==> src/rtl/epu_arb_pkg.sv <==
// Shared types for the input/output SRAM arbiter, plus the SRAM write-strobe encoding.
// WRITE_ENB/WRITE_DIS are only defined here if the codebase has not defined them already.
`ifndef WRITE_ENB
`define WRITE_ENB 1'b0
`endif
`ifndef WRITE_DIS
`define WRITE_DIS 1'b1
`endif

package epu_arb_pkg;

    typedef enum logic [1:0] {
        IDLE       = 2'd0,
        HOST_BURST = 2'd1,
        EPU_RUN    = 2'd2
    } arb_state_t;

    typedef enum logic {
        OWN_HOST = 1'b0,
        OWN_EPU  = 1'b1
    } arb_owner_t;

    // Width of the EPU starvation hold counter.
    localparam int HOLD_W = 8;

endpackage

==> src/rtl/inout_sram_arbiter_if.sv <==
// Requester-side beat bus of the SRAM arbiter: request/beat fields in, grant and read return out.
// The EPU carries single beats and therefore binds through slave_beat, which omits last.
interface inout_sram_arbiter_if #(
    parameter int ADDR_W = 18,
    parameter int DATA_W = 32
);
    logic              req;
    logic              we;
    logic [ADDR_W-1:0] addr;
    logic [DATA_W-1:0] wdata;
    logic              last;
    logic              gnt;
    logic              rvalid;
    logic [DATA_W-1:0] rdata;

    modport master (
        output req, we, addr, wdata, last,
        input  gnt, rvalid, rdata
    );

    modport slave (
        input  req, we, addr, wdata, last,
        output gnt, rvalid, rdata
    );

    modport slave_beat (
        input  req, we, addr, wdata,
        output gnt, rvalid, rdata
    );
endinterface

==> src/rtl/inout_sram_arbiter_hold.sv <==
// Counts consecutive EPU beats granted while the host waits; expire flags the final allowed beat.
// Only built with ARB_STARVE_GUARD_EN defined, which is the only configuration that instantiates it.
`ifdef ARB_STARVE_GUARD_EN
module arb_hold_counter
    import epu_arb_pkg::*;
#(
    parameter int MAX_HOLD = 16
) (
    input  logic clk,
    input  logic rst,
    input  logic inc,
    input  logic clr,
    output logic expire
);

    logic [HOLD_W-1:0] count;

    always_ff @(posedge clk or posedge rst) begin
        if (rst) begin
            count <= '0;
        end else if (clr) begin
            count <= '0;
        end else if (inc) begin
            count <= count + 1'b1;
        end
    end

    assign expire = (count == HOLD_W'(MAX_HOLD - 1));

endmodule
`endif

==> src/rtl/inout_sram_arbiter.sv <==
// Arbitrates the 384 KB InOut SRAM between locked host bursts and single-beat EPU accesses.
// Define ARB_STARVE_GUARD_EN to force a handoff to a waiting host after MAX_HOLD EPU beats.
module inout_sram_arbiter
    import epu_arb_pkg::*;
#(
    parameter int ADDR_W   = 18,
    parameter int DATA_W   = 32,
    parameter int MAX_HOLD = 16
) (
    input  logic                  clk,
    input  logic                  rst,
    inout_sram_arbiter_if.slave      host,
    inout_sram_arbiter_if.slave_beat epu,
    output logic                  sram_cs,
    output logic                  sram_oe,
    output logic                  sram_w_req,
    output logic [ADDR_W-1:0]     sram_addr,
    output logic [DATA_W-1:0]     sram_wdata,
    input  logic [DATA_W-1:0]     sram_rdata
);

    if (MAX_HOLD < 1 || MAX_HOLD > 255) begin : g_bad_max_hold
        $error("inout_sram_arbiter: MAX_HOLD must be within 1..255");
    end

    arb_state_t state, state_nxt;
    arb_owner_t rd_owner;
    logic       rd_pend;
    logic       host_gnt, epu_gnt;
    logic       host_acc, epu_acc;
    logic       hold_expire;
    logic       host_rvalid, epu_rvalid;

    assign host_gnt = (state == HOST_BURST);
    assign epu_gnt  = (state == EPU_RUN);
    assign host_acc = host_gnt && host.req;
    assign epu_acc  = epu_gnt && epu.req;

`ifdef ARB_STARVE_GUARD_EN
    arb_hold_counter #(
        .MAX_HOLD (MAX_HOLD)
    ) u_hold (
        .clk    (clk),
        .rst    (rst),
        .inc    (epu_acc && host.req),
        .clr    (!host.req || (epu_gnt && state_nxt != EPU_RUN)),
        .expire (hold_expire)
    );
`else
    assign hold_expire = 1'b0;
`endif

    // NOTE: sequential state uses non-blocking assignments so every register samples pre-edge values.
    always_ff @(posedge clk or posedge rst) begin
        if (rst) begin
            state <= IDLE;
        end else begin
            state <= state_nxt;
        end
    end

    // NOTE: every combinational output gets a default first, so no path can infer a latch.
    always_comb begin
        state_nxt = state;
        unique case (state)
            IDLE: begin
                if (host.req)     state_nxt = HOST_BURST;
                else if (epu.req) state_nxt = EPU_RUN;
            end
            HOST_BURST: begin
                if (host_acc && host.last) state_nxt = epu.req ? EPU_RUN : IDLE;
            end
            EPU_RUN: begin
                if (!epu.req)                     state_nxt = host.req ? HOST_BURST : IDLE;
                else if (hold_expire && host.req) state_nxt = HOST_BURST;
            end
            default: state_nxt = IDLE;
        endcase
    end

    // The SRAM is driven only in cycles that accept a beat; otherwise it sits deselected at zero.
    always_comb begin
        sram_cs    = 1'b0;
        sram_oe    = 1'b0;
        sram_w_req = `WRITE_DIS;
        sram_addr  = '0;
        sram_wdata = '0;
        if (host_acc) begin
            sram_cs    = 1'b1;
            sram_oe    = !host.we;
            sram_w_req = host.we ? `WRITE_ENB : `WRITE_DIS;
            sram_addr  = host.addr;
            sram_wdata = host.wdata;
        end else if (epu_acc) begin
            sram_cs    = 1'b1;
            sram_oe    = !epu.we;
            sram_w_req = epu.we ? `WRITE_ENB : `WRITE_DIS;
            sram_addr  = epu.addr;
            sram_wdata = epu.wdata;
        end
    end

    // The issuer is remembered so a read in the last owned cycle still returns to it.
    always_ff @(posedge clk or posedge rst) begin
        if (rst) begin
            rd_pend  <= 1'b0;
            rd_owner <= OWN_HOST;
        end else begin
            rd_pend  <= (host_acc && !host.we) || (epu_acc && !epu.we);
            rd_owner <= epu_acc ? OWN_EPU : OWN_HOST;
        end
    end

    assign host_rvalid = rd_pend && (rd_owner == OWN_HOST);
    assign epu_rvalid  = rd_pend && (rd_owner == OWN_EPU);

    assign host.gnt    = host_gnt;
    assign host.rvalid = host_rvalid;
    assign host.rdata  = host_rvalid ? sram_rdata : '0;
    assign epu.gnt     = epu_gnt;
    assign epu.rvalid  = epu_rvalid;
    assign epu.rdata   = epu_rvalid ? sram_rdata : '0;

endmodule

==> src/flat_wrapper.sv <==
// flat-port wrapper written by rule: the top's interface ports become plain ports
module inout_sram_arbiter_flat import epu_arb_pkg::*;
#(
    parameter int ADDR_W   = 18,
    parameter int DATA_W   = 32,
    parameter int MAX_HOLD = 16
)
  (clk, rst, sram_cs, sram_oe, sram_w_req, sram_addr, sram_wdata, sram_rdata, host_req, host_we, host_addr, host_wdata, host_last, host_gnt, host_rvalid, host_rdata, epu_req, epu_we, epu_addr, epu_wdata, epu_gnt, epu_rvalid, epu_rdata);
  inout_sram_arbiter_if #(.ADDR_W(ADDR_W), .DATA_W(DATA_W)) host_i ();
  inout_sram_arbiter_if #(.ADDR_W(ADDR_W), .DATA_W(DATA_W)) epu_i ();
  input  logic clk;
  input  logic rst;
  output logic sram_cs;
  output logic sram_oe;
  output logic sram_w_req;
  output logic [ADDR_W-1:0] sram_addr;
  output logic [DATA_W-1:0] sram_wdata;
  input  logic [DATA_W-1:0] sram_rdata;
  input wire logic [$bits(host_i.req)-1:0] host_req;
  input wire logic [$bits(host_i.we)-1:0] host_we;
  input wire logic [$bits(host_i.addr)-1:0] host_addr;
  input wire logic [$bits(host_i.wdata)-1:0] host_wdata;
  input wire logic [$bits(host_i.last)-1:0] host_last;
  output wire logic [$bits(host_i.gnt)-1:0] host_gnt;
  output wire logic [$bits(host_i.rvalid)-1:0] host_rvalid;
  output wire logic [$bits(host_i.rdata)-1:0] host_rdata;
  input wire logic [$bits(epu_i.req)-1:0] epu_req;
  input wire logic [$bits(epu_i.we)-1:0] epu_we;
  input wire logic [$bits(epu_i.addr)-1:0] epu_addr;
  input wire logic [$bits(epu_i.wdata)-1:0] epu_wdata;
  output wire logic [$bits(epu_i.gnt)-1:0] epu_gnt;
  output wire logic [$bits(epu_i.rvalid)-1:0] epu_rvalid;
  output wire logic [$bits(epu_i.rdata)-1:0] epu_rdata;
  assign host_i.req = host_req;
  assign host_i.we = host_we;
  assign host_i.addr = host_addr;
  assign host_i.wdata = host_wdata;
  assign host_i.last = host_last;
  assign host_gnt = host_i.gnt;
  assign host_rvalid = host_i.rvalid;
  assign host_rdata = host_i.rdata;
  assign epu_i.req = epu_req;
  assign epu_i.we = epu_we;
  assign epu_i.addr = epu_addr;
  assign epu_i.wdata = epu_wdata;
  assign epu_gnt = epu_i.gnt;
  assign epu_rvalid = epu_i.rvalid;
  assign epu_rdata = epu_i.rdata;
  inout_sram_arbiter #(.ADDR_W(ADDR_W), .DATA_W(DATA_W), .MAX_HOLD(MAX_HOLD)) u_core (.clk(clk), .rst(rst), .host(host_i), .epu(epu_i), .sram_cs(sram_cs), .sram_oe(sram_oe), .sram_w_req(sram_w_req), .sram_addr(sram_addr), .sram_wdata(sram_wdata), .sram_rdata(sram_rdata));
endmodule
==> config.mk <==
export PLATFORM = sky130hd
export DESIGN_NAME = inout_sram_arbiter_flat
export DESIGN_NICKNAME = d
export VERILOG_FILES = /design/src/rtl/epu_arb_pkg.sv /design/src/rtl/inout_sram_arbiter_if.sv /design/src/rtl/inout_sram_arbiter_hold.sv /design/src/rtl/inout_sram_arbiter.sv /design/src/flat_wrapper.sv
export SDC_FILE = /design/constraint.sdc
export NUM_CORES = 1
export LEC_CHECK = 0
export BUFFER_PORTS_ARGS = -buffer_cell sky130_fd_sc_hd__buf_4
export CAP_MARGIN = 20
export CORE_AREA = 2 2 100 102
export CTS_CLUSTER_DIAMETER = 80
export DETAILED_ROUTE_END_ITERATION = 16
export DIE_AREA = 0 0 102 104
export GPL_ROUTABILITY_DRIVEN = 1
export GPL_TIMING_DRIVEN = 0
export HOLD_SLACK_MARGIN = 0.08
export SETUP_SLACK_MARGIN = 0.15
export SKIP_CTS_REPAIR_TIMING = 1
export SLEW_MARGIN = 20
export SYNTH_ARGS = -nofsm -noshare
export SYNTH_HDL_FRONTEND = slang
export SYNTH_SLANG_ARGS = --single-unit
==> constraint.sdc <==
create_clock -name clk -period 1.1 [get_ports clk]
set_input_delay 0 -clock clk [delete_from_list [all_inputs] [get_ports clk]]
set_output_delay 0 -clock clk [all_outputs]
set_load 0.02 [all_outputs]
==> results.json, run 1 <==
{
  "status": "finished, violations left",
  "violations": "setup timing",
  "grt_pass1_wl_mm": 13.8,
  "synth_cell_types": 27,
  "cts_made_buffers": 3,
  "wl_mm": 11.1,
  "antenna_found_initial": 0,
  "cp.required_ps": 1100,
  "critPathCaptureType": "primary output",
  "initial_core_util_pct": 17.4,
  "layout_setup_ws_ps": -389,
  "layout_common_cells": "buf_4, buf_6, nand2_1",
  "drive_above_1_share_pct": 81.6,
  "timing.setup.tns_ps": -31500,
  "cp_data_arrival_time_ps": 1490,
  "setup_viol": 119,
  "comb_power_share_pct": 89.9,
  "crit_slowest_cell": "dfrtp_1",
  "area_growth_pct": 229,
  "rows": 36,
  "power_frac_clock_pct": 6.1,
  "synth_compound_area_share_pct": 26.5,
  "postSynthAreaPerCell_um2": 6.05,
  "seq_area_frac_synth_pct": 6.02,
  "slew_viol_final": 0,
  "synthesis.area_um2": 1660,
  "nNetsFinal": 700,
  "vias_per_cell": 4.57,
  "p_seq_share_pct": 3.9,
  "gp_congestion": 0.810,
  "startpoint": "u_core.state[0]$_DFFE_PP0P_",
  "hold_start": "host_req",
  "gr-total-overflow": 0,
  "crit_chain": "buf_6 -> nand2b_4 -> buf_12 -> clkbuf_16 -> o22ai_4 -> buf_6",
  "fin_crit_ps": 1490,
  "grt_max_degree": 11,
  "utilization_pct": 57.4,
  "coreArea_um2": 9550,
  "fin_crit_sh_pct": 135,
  "peakVddDrop_mv": 0.656,
  "cp_max_fo": 10,
  "drc": 0,
  "syn-instance-count": 275,
  "hp-class": "in -> reg",
  "cts_buffer_depth": 2,
  "synth_fp_nets": 414,
  "synth_top_family_by_area": "simple AND/OR/NAND/NOR gates",
  "num_vias": 3161,
  "fp.dieH_um": 104,
  "synth_mux_area_share_pct": 0,
  "power_switching_w": 0.00225,
  "timing.rr.start": "u_core.state[0]$_DFFE_PP0P_",
  "portBuffers": 259,
  "n_antenna_cell": 0,
  "placed_area_um2": 4160,
  "drt_iter0_drc": 81,
  "cp_slowest_stage_delay_ps": 360,
  "dieArea_um2": 10600,
  "h-tree-depth": 1,
  "path_clk_slew_ps": 30,
  "placed_cells": 667,
  "drtAntennaViolNets": 0,
  "synth_xor_xnor_area_share_pct": 0,
  "wl_per_cell_um": 16.0,
  "grt_pass1_vias": 2885,
  "final_common_cell": "buf_4",
  "synthSimpleGateAreaFrac_pct": 51.4,
  "cts-root-buf": "clkbuf_8",
  "synth-adder-area-share_pct": 0,
  "fp.dieW_um": 102,
  "cts_tree": "yes",
  "power.density_nw_per_um2": 908,
  "dp_hpwl_mm": 7.89,
  "ys_ff_latch": 4,
  "rrSetupSlack_ps": -90,
  "p_int_w": 0.00273,
  "final_cell_area_um2": 5480,
  "synthArstFlopShare_pct": 100,
  "relSlewSlack_pct": 82.7,
  "finalHoldViolations": 0,
  "rsz0062_at_grt": "true",
  "path_class": "reg -> out",
  "drtPass1Iterations": 4,
  "p_sw_share_pct": 45.2,
  "p_leak_nw": 2.46,
  "worstSkewPairLatency_ps": 210,
  "fmax_mhz": 672,
  "cpMostUsedCell": "buf_6",
  "finClkSkew_ps": 0.946,
  "worst_pin_slew_ps": 258,
  "boundaryPins": 260,
  "synth-main-ff-cell": "dfrtp_1",
  "synth_edf_count": 0,
  "startpoint_type": "flip-flop",
  "maxCapViolations": 0,
  "cts.sinks": 4,
  "final_cells": 692,
  "grt_usage_pct": 15.8,
  "ys_warn_count": 0
}
## sequential cells by signal, indices dropped and copies added, names as in the netlist
register         flops
u_core.rd_owner      1
u_core.rd_pend       1
u_core.state         2
## critical path, delay by kind of cell (launching register included)
kind / cells / cell delay (ps)
buf+inv: 4 / 590
flops: 1 / 360
compound gates: 1 / 170
simple gates: 1 / 140
## metal layers
metal / track usage (%) / part of all wire (%)
met5: 0 / 0
met4: 2.29 / 1.2
met3: 3.16 / 7.9
met2: 32.0 / 57
met1: 16.4 / 34
## area by class of cell
| cell class | count | area [um^2] |
|---|---|---|
| Clock buffer | 3 | 41.3 |
| Timing Repair Buffer | 281 | 2690 |
| Tap cell | 133 | 166 |
| Sequential cell | 4 | 103 |
| Fill cell | 826 | 4070 |
| Buffer | 33 | 419 |
| Multi-Input combinational cell | 236 | 2060 |
| Inverter | 2 | 10.0 |
## stage by stage
step                      setup WS, ps  total power [W]  hold WS (ps)
after floorplan                  -53.7          0.00221          -234
after global placement            -268          0.00345          -100
after detailed placement          -263          0.00348         -93.2
after CTS                         -499          0.00381          -321
after global routing              -434          0.00525          82.0
final                             -389          0.00497          88.5
## kinds of logic (layout without fill, tap and decap cells)
family | count (synthesis) | in the layout
AND/OR/NAND/NOR | 177 | 178
flip-flops | 4 | 4
AO/OA/AOI/OAI | 58 | 58
buffers and inverters | 36 | 319
## final timing paths
check                      cells past startpoint                          end
setup reg to reg                               6     u_core.rd_pend$_DFF_PP0_
setup / recovery                               6                 sram_addr[6]
min in group asynchronous                      3    u_core.rd_owner$_DFF_PP0_
hold reg to reg                                3  u_core.state[1]$_DFFE_PP0P_
max in group asynchronous                      3     u_core.rd_pend$_DFF_PP0_
hold / removal                                 2  u_core.state[0]$_DFFE_PP0P_
## synth_stat cells, types with 2 or more instances
library cell,number,area [um^2]
nand2_1,102,383
inv_1,2,7.51
buf_8,5,75.1
and2_1,33,206
o22ai_1,41,257
nor2_1,4,15.0
o22ai_2,9,113
clkbuf_1,16,60.1
dfrtp_1,4,100
o31ai_1,2,15.0
buf_2,4,20.0
and3_1,32,200
buf_6,7,78.8
## power by group through the flow
| stage | clock [W] | sequential [W] | combinational, W |
|---|---|---|---|
| 2_1_floorplan | 0 | 0.000185 | 0.00203 |
| 3_3_place_gp | 0 | 0.000192 | 0.00326 |
| 3_5_place_dp | 0 | 0.000193 | 0.00329 |
| 4_1_cts | 0.000315 | 0.000191 | 0.00330 |
| 5_1_grt | 0.000330 | 0.000198 | 0.00472 |
| 6_report | 0.000305 | 0.000195 | 0.00447 |
Power figures use the tool's default switching activity.
==> run 2: changes to the inputs <==
--- a/config.mk
+++ b/config.mk
@@ -14,6 +14,7 @@
 export GPL_ROUTABILITY_DRIVEN = 1
 export GPL_TIMING_DRIVEN = 0
 export HOLD_SLACK_MARGIN = 0.08
+export PLACE_DENSITY = 0.64
 export SETUP_SLACK_MARGIN = 0.15
 export SKIP_CTS_REPAIR_TIMING = 1
 export SLEW_MARGIN = 20
==> run 2 against run 1 <==
Critical path depth down 2. The run still ends with setup timing left. Sequential cell count did not move. Non-clock buffer count stayed put. Count of clock-buffer cells in the layout stayed put. Via count shrank 1.5%. Largest power group unchanged.
==> results.json, run 2 (synthesized netlist as in run 1, its figures left out) <==
{
  "hp-class": "in -> reg",
  "vias_per_cell": 4.51,
  "cts.sinks": 4,
  "dp_hpwl_mm": 7.95,
  "power_frac_clock_pct": 6.3,
  "reg2reg_depth": 6,
  "gr-total-overflow": 0,
  "worst_pin_slew_ps": 250,
  "violations": "setup timing",
  "largest_register_ffs": 2,
  "drive_above_1_share_pct": 78.3,
  "hold_start": "host_req",
  "rows": 36,
  "initial_core_util_pct": 17.4,
  "cp_max_fo": 8,
  "coreArea_um2": 9550,
  "power.density_nw_per_um2": 912,
  "fin_crit_sh_pct": 136,
  "pre_cts_slack_ps": -312,
  "final_cells": 691,
  "boundaryPins": 260,
  "grt_pass1_wl_mm": 13.6,
  "grt_usage_pct": 15.7,
  "rrSetupSlack_ps": -110,
  "drc": 0,
  "status": "finished, violations left",
  "rsz0062_at_grt": "true",
  "maxCapViolations": 0,
  "dieArea_um2": 10600,
  "cts-root-buf": "clkbuf_8",
  "drtAntennaViolNets": 0,
  "finClkSkew_ps": 2.22,
  "cts_buffer_depth": 2,
  "h-tree-depth": 1,
  "comb_power_share_pct": 89.6,
  "critPathCaptureType": "primary output",
  "cp.required_ps": 1100,
  "path_class": "reg -> out",
  "fp.dieH_um": 104,
  "p_leak_nw": 2.47,
  "peakVddDrop_mv": 0.493,
  "relSlewSlack_pct": 83.2,
  "worstSkewPairLatency_ps": 220,
  "timing.rr.start": "u_core.state[0]$_DFFE_PP0P_",
  "grt_pass1_vias": 2778,
  "final_common_cell": "buf_4",
  "slew_viol_final": 0,
  "fin_crit_ps": 1490,
  "p_int_w": 0.00265,
  "power_switching_w": 0.00217,
  "num_vias": 3115,
  "whs_endpoint": "u_core.state[0]$_DFFE_PP0P_",
  "startpoint_type": "flip-flop",
  "portBuffers": 259,
  "fmax_mhz": 670,
  "cts_made_buffers": 3,
  "timing.rr.end": "u_core.rd_owner$_DFF_PP0_",
  "cts_tree": "yes",
  "layout_common_cells": "buf_4, buf_6, nand2_1",
  "setup_viol": 120,
  "placed_cells": 667,
  "finalHoldViolations": 0,
  "n_antenna_cell": 0,
  "gp_congestion": 0.838,
  "drt_iter0_drc": 62,
  "path_clk_slew_ps": 30,
  "area_growth_pct": 218,
  "layout_setup_ws_ps": -392,
  "drtPass1Iterations": 4,
  "nNetsFinal": 699,
  "antenna_found_initial": 1,
  "wl_mm": 10.8,
  "cp_data_arrival_time_ps": 1490,
  "p_sw_share_pct": 44.9,
  "fp.dieW_um": 102,
  "top_regs": "u_core.state (2), u_core.rd_owner (1), u_core.rd_pend (1)",
  "largest_register": "u_core.state",
  "grt_max_degree": 11,
  "min_path_cells": 2,
  "wl_per_cell_um": 15.7,
  "p_seq_share_pct": 4.1
}
==> run 2: cell types whose count changed in the layout (fill, tap and decap cells not counted), sizes merged <==
cell,before,now
and2b,2,1
==> run 2: final cells by class <==
class / count / area, um^2
fillers: 806 / 4260
flip-flops and latches: 4 / 103
clock buffers: 3 / 41.3
inverters: 2 / 15.0
plain buffers: 33 / 424
well taps: 133 / 166
multi-input cells: 235 / 1910
repair buffers: 281 / 2620
==> run 2: critical path, cell delays in order (launching register included) <==
cell	delay [ps]
dfrtp_2	450
and2b_4	400
clkbuf_16	180
and2_4	130
buf_6	110
==> run 2: worst max path at each step <==
stage                                 from              to  slack, ps  depth (start not counted)
5_1_grt          u_core.rd_owner$_DFF_PP0_  host_rdata[23]       -450                          4
6_report         u_core.rd_owner$_DFF_PP0_  host_rdata[11]       -390                          4
4_1_cts        u_core.state[1]$_DFFE_PP0P_    sram_addr[5]       -540                          6
2_1_floorplan  u_core.state[0]$_DFFE_PP0P_    sram_addr[0]        -50                          5
3_5_place_dp   u_core.state[1]$_DFFE_PP0P_    sram_addr[5]       -310                          6
3_3_place_gp   u_core.state[1]$_DFFE_PP0P_    sram_addr[6]       -290                          6
==> run 2: power by group through the flow <==
stage	sequential [W]	clock [W]	combinational, W
floorplan	0.000185	0	0.00203
global placement	0.000195	0	0.00325
detailed placement	0.000193	0	0.00329
CTS	0.000192	0.000312	0.00330
global route	0.000200	0.000330	0.00457
finish	0.000196	0.000304	0.00432
==> run 2: metrics by stage <==
step | setup TNS [ps] | hold slack, ps | utilization [%] | total power [W] | instance area (um^2)
global route | -43720 | 87.4 | 55.3 | 0.00510 | 5290
floorplan | -2700 | -234 | - | 0.00221 | 2050
finish | -38310 | 72.2 | 55.3 | 0.00482 | 5290
CTS | -41860 | -335 | 44.0 | 0.00380 | 4200
global placement | -14750 | -107 | 43.6 | 0.00345 | 4160
detailed placement | -15250 | -107 | 43.6 | 0.00348 | 4160
==> run 2: routing by layer <==
metal / vias to the layer above / routed length, um / GRT usage, %
li1: 1510 / - / -
met1: 1424 / 3720 / 16.1
met2: 166 / 5970 / 31.2
met3: 13 / 948 / 3.02
met4: 2 / 193 / 4.10
met5: - / 16 / 0
==> run 3: changes to the inputs <==
--- a/config.mk
+++ b/config.mk
@@ -14,7 +14,7 @@
 export GPL_ROUTABILITY_DRIVEN = 1
 export GPL_TIMING_DRIVEN = 0
 export HOLD_SLACK_MARGIN = 0.08
-export PLACE_DENSITY = 0.64
+export PLACE_DENSITY = 0.62
 export SETUP_SLACK_MARGIN = 0.15
 export SKIP_CTS_REPAIR_TIMING = 1
 export SLEW_MARGIN = 20
==> constraint.sdc (replaced) <==
create_clock -name clk -period 1.8 [get_ports clk]
set_input_delay 0 -clock clk [delete_from_list [all_inputs] [get_ports clk]]
set_output_delay 0 -clock clk [all_outputs]
set_load 0.02 [all_outputs]
==> run 3 against run 2 <==
The run now ends clean. Critical path type unchanged. Count of clock-buffer cells in the layout unchanged. Sequential cell count unchanged. Die area unchanged. Largest power group unchanged. Final area decreased by 27%.
==> results.json, run 3 (synthesized netlist as in run 1, its figures left out) <==
{
  "wl_met2_mm": 4.73,
  "drc": 0,
  "dp_hpwl_mm": 7.73,
  "peakVddDrop_mv": 0.294,
  "setup_viol": 0,
  "path_clk_slew_ps": 30,
  "vias_per_cell": 4.36,
  "finClkSkew_ps": 4.29,
  "slew_viol_final": 0,
  "critPathCaptureType": "primary output",
  "fmax_mhz": 652,
  "drt-met1-wl_mm": 3.45,
  "pre_cts_slack_ps": 398,
  "drt_iter0_drc": 91,
  "dr.max_layer_used": "met4",
  "cts-root-buf": "clkbuf_8",
  "grt_pass1_vias": 2767,
  "dieArea_um2": 10600,
  "p_leak_nw": 2.10,
  "portBuffers": 259,
  "grt_usage_pct": 15.2,
  "cp_max_fo": 10,
  "min_path_cells": 2,
  "reg2reg_depth": 6,
  "nNetsFinal": 681,
  "cts_buffer_depth": 2,
  "grt_max_degree": 11,
  "initial_core_util_pct": 17.4,
  "critPathBufInv": 3,
  "whs_ps": 76.1,
  "timing.rr.end": "u_core.rd_pend$_DFF_PP0_",
  "relSlewSlack_pct": 70.6,
  "layout_setup_ws_ps": 266,
  "cts_tree": "yes",
  "crit_chain": "buf_2 -> clkbuf_1 -> nand2_1 -> o22ai_1 -> buf_4",
  "h-tree-depth": 1,
  "n_antenna_cell": 0,
  "num_vias": 2937,
  "hp-class": "in -> reg",
  "wl_per_cell_um": 13.4,
  "utilization_pct": 40.4,
  "hold_start": "host_req",
  "rows": 36,
  "cts_made_buffers": 3,
  "coreArea_um2": 9550,
  "largest_register": "u_core.state",
  "power.density_nw_per_um2": 539,
  "fin_total_pwr_w": 0.00208,
  "timing.setup.tns_ps": 0,
  "path_class": "reg -> out",
  "finalHoldViolations": 0,
  "antenna_found_initial": 0,
  "worst_pin_slew_ps": 442,
  "top_regs": "u_core.state (2), u_core.rd_owner (1), u_core.rd_pend (1)",
  "wl_mm": 9.02,
  "cp_slowest_stage_delay_ps": 350,
  "fp.dieH_um": 104,
  "fin_crit_ps": 1530,
  "fp.dieW_um": 102,
  "grt_pass1_wl_mm": 13.3,
  "final_common_cell": "buf_4",
  "cp_data_arrival_time_ps": 1530,
  "layout_common_cells": "buf_4, nand2_1, o22ai_1",
  "rsz0062_at_grt": "true",
  "drive_above_1_share_pct": 55.4,
  "fin_crit_sh_pct": 85.2,
  "rrSetupSlack_ps": 580,
  "worstSkewPairLatency_ps": 210,
  "cp.required_ps": 1800,
  "maxCapViolations": 0,
  "gr-total-overflow": 0,
  "status": "finished, final reports clean",
  "whs_endpoint": "u_core.state[0]$_DFFE_PP0P_",
  "startpoint_type": "flip-flop",
  "cts.sinks": 4,
  "crit_slowest_cell": "clkbuf_1",
  "met3WireLength_um": 710,
  "drtPass1Iterations": 4,
  "gp_congestion": 0.860,
  "area_growth_pct": 132,
  "crit_family": "buffers and inverters",
  "drtAntennaViolNets": 0,
  "largest_register_ffs": 2,
  "timing.rr.start": "u_core.state[0]$_DFFE_PP0P_",
  "boundaryPins": 260
}
==> run 3: cell types whose count changed in the layout (fill, tap and decap cells not counted), sizes merged <==
cell | previous run | this run
buf | 298 | 277
clkbuf | 16 | 19
==> run 3: routing by layer <==
| metal | up-vias | global-route usage, % |
|---|---|---|
| met3 | 8 | 2.55 |
| met4 | 0 | 2.95 |
| met5 | - | 0 |
| met2 | 153 | 29.6 |
| met1 | 1301 | 16.9 |
| li1 | 1475 | - |
==> run 3: where the power goes <==
part	switching [W]	internal (W)
registers	0.0000111	0.000105
logic	0.000943	0.000836
clock network	0.0000416	0.000142
total	0.000996	0.00108
==> run 3: worst max path at each step <==
stage / cells past startpoint / endpoint / slack (ps) / start
2_1_floorplan: 4 / sram_oe / 520 / u_core.state[0]$_DFFE_PP0P_
5_1_grt: 5 / sram_wdata[11] / 110 / u_core.state[1]$_DFFE_PP0P_
4_1_cts: 5 / sram_addr[15] / 170 / u_core.state[1]$_DFFE_PP0P_
3_5_place_dp: 5 / sram_addr[15] / 400 / u_core.state[1]$_DFFE_PP0P_
6_report: 5 / sram_wdata[11] / 270 / u_core.state[1]$_DFFE_PP0P_
3_3_place_gp: 5 / sram_wdata[6] / 400 / u_core.state[1]$_DFFE_PP0P_
==> run 3: final cells by class <==
class	count	area, um^2
sequential	4	100
fill	1043	5690
inverter	2	7.51
buffer	34	273
clock buffer	3	41.3
tap	133	166
timing repair buffer	262	1970
multi-input combinational	235	1290
==> run 3: through the flow <==
step / instances / cell area [um^2]
after floorplan: 275 / 1660
after global placement: 667 / 3770
after detailed placement: 667 / 3770
after CTS: 670 / 3820
after global routing: 673 / 3860
final: 673 / 3860
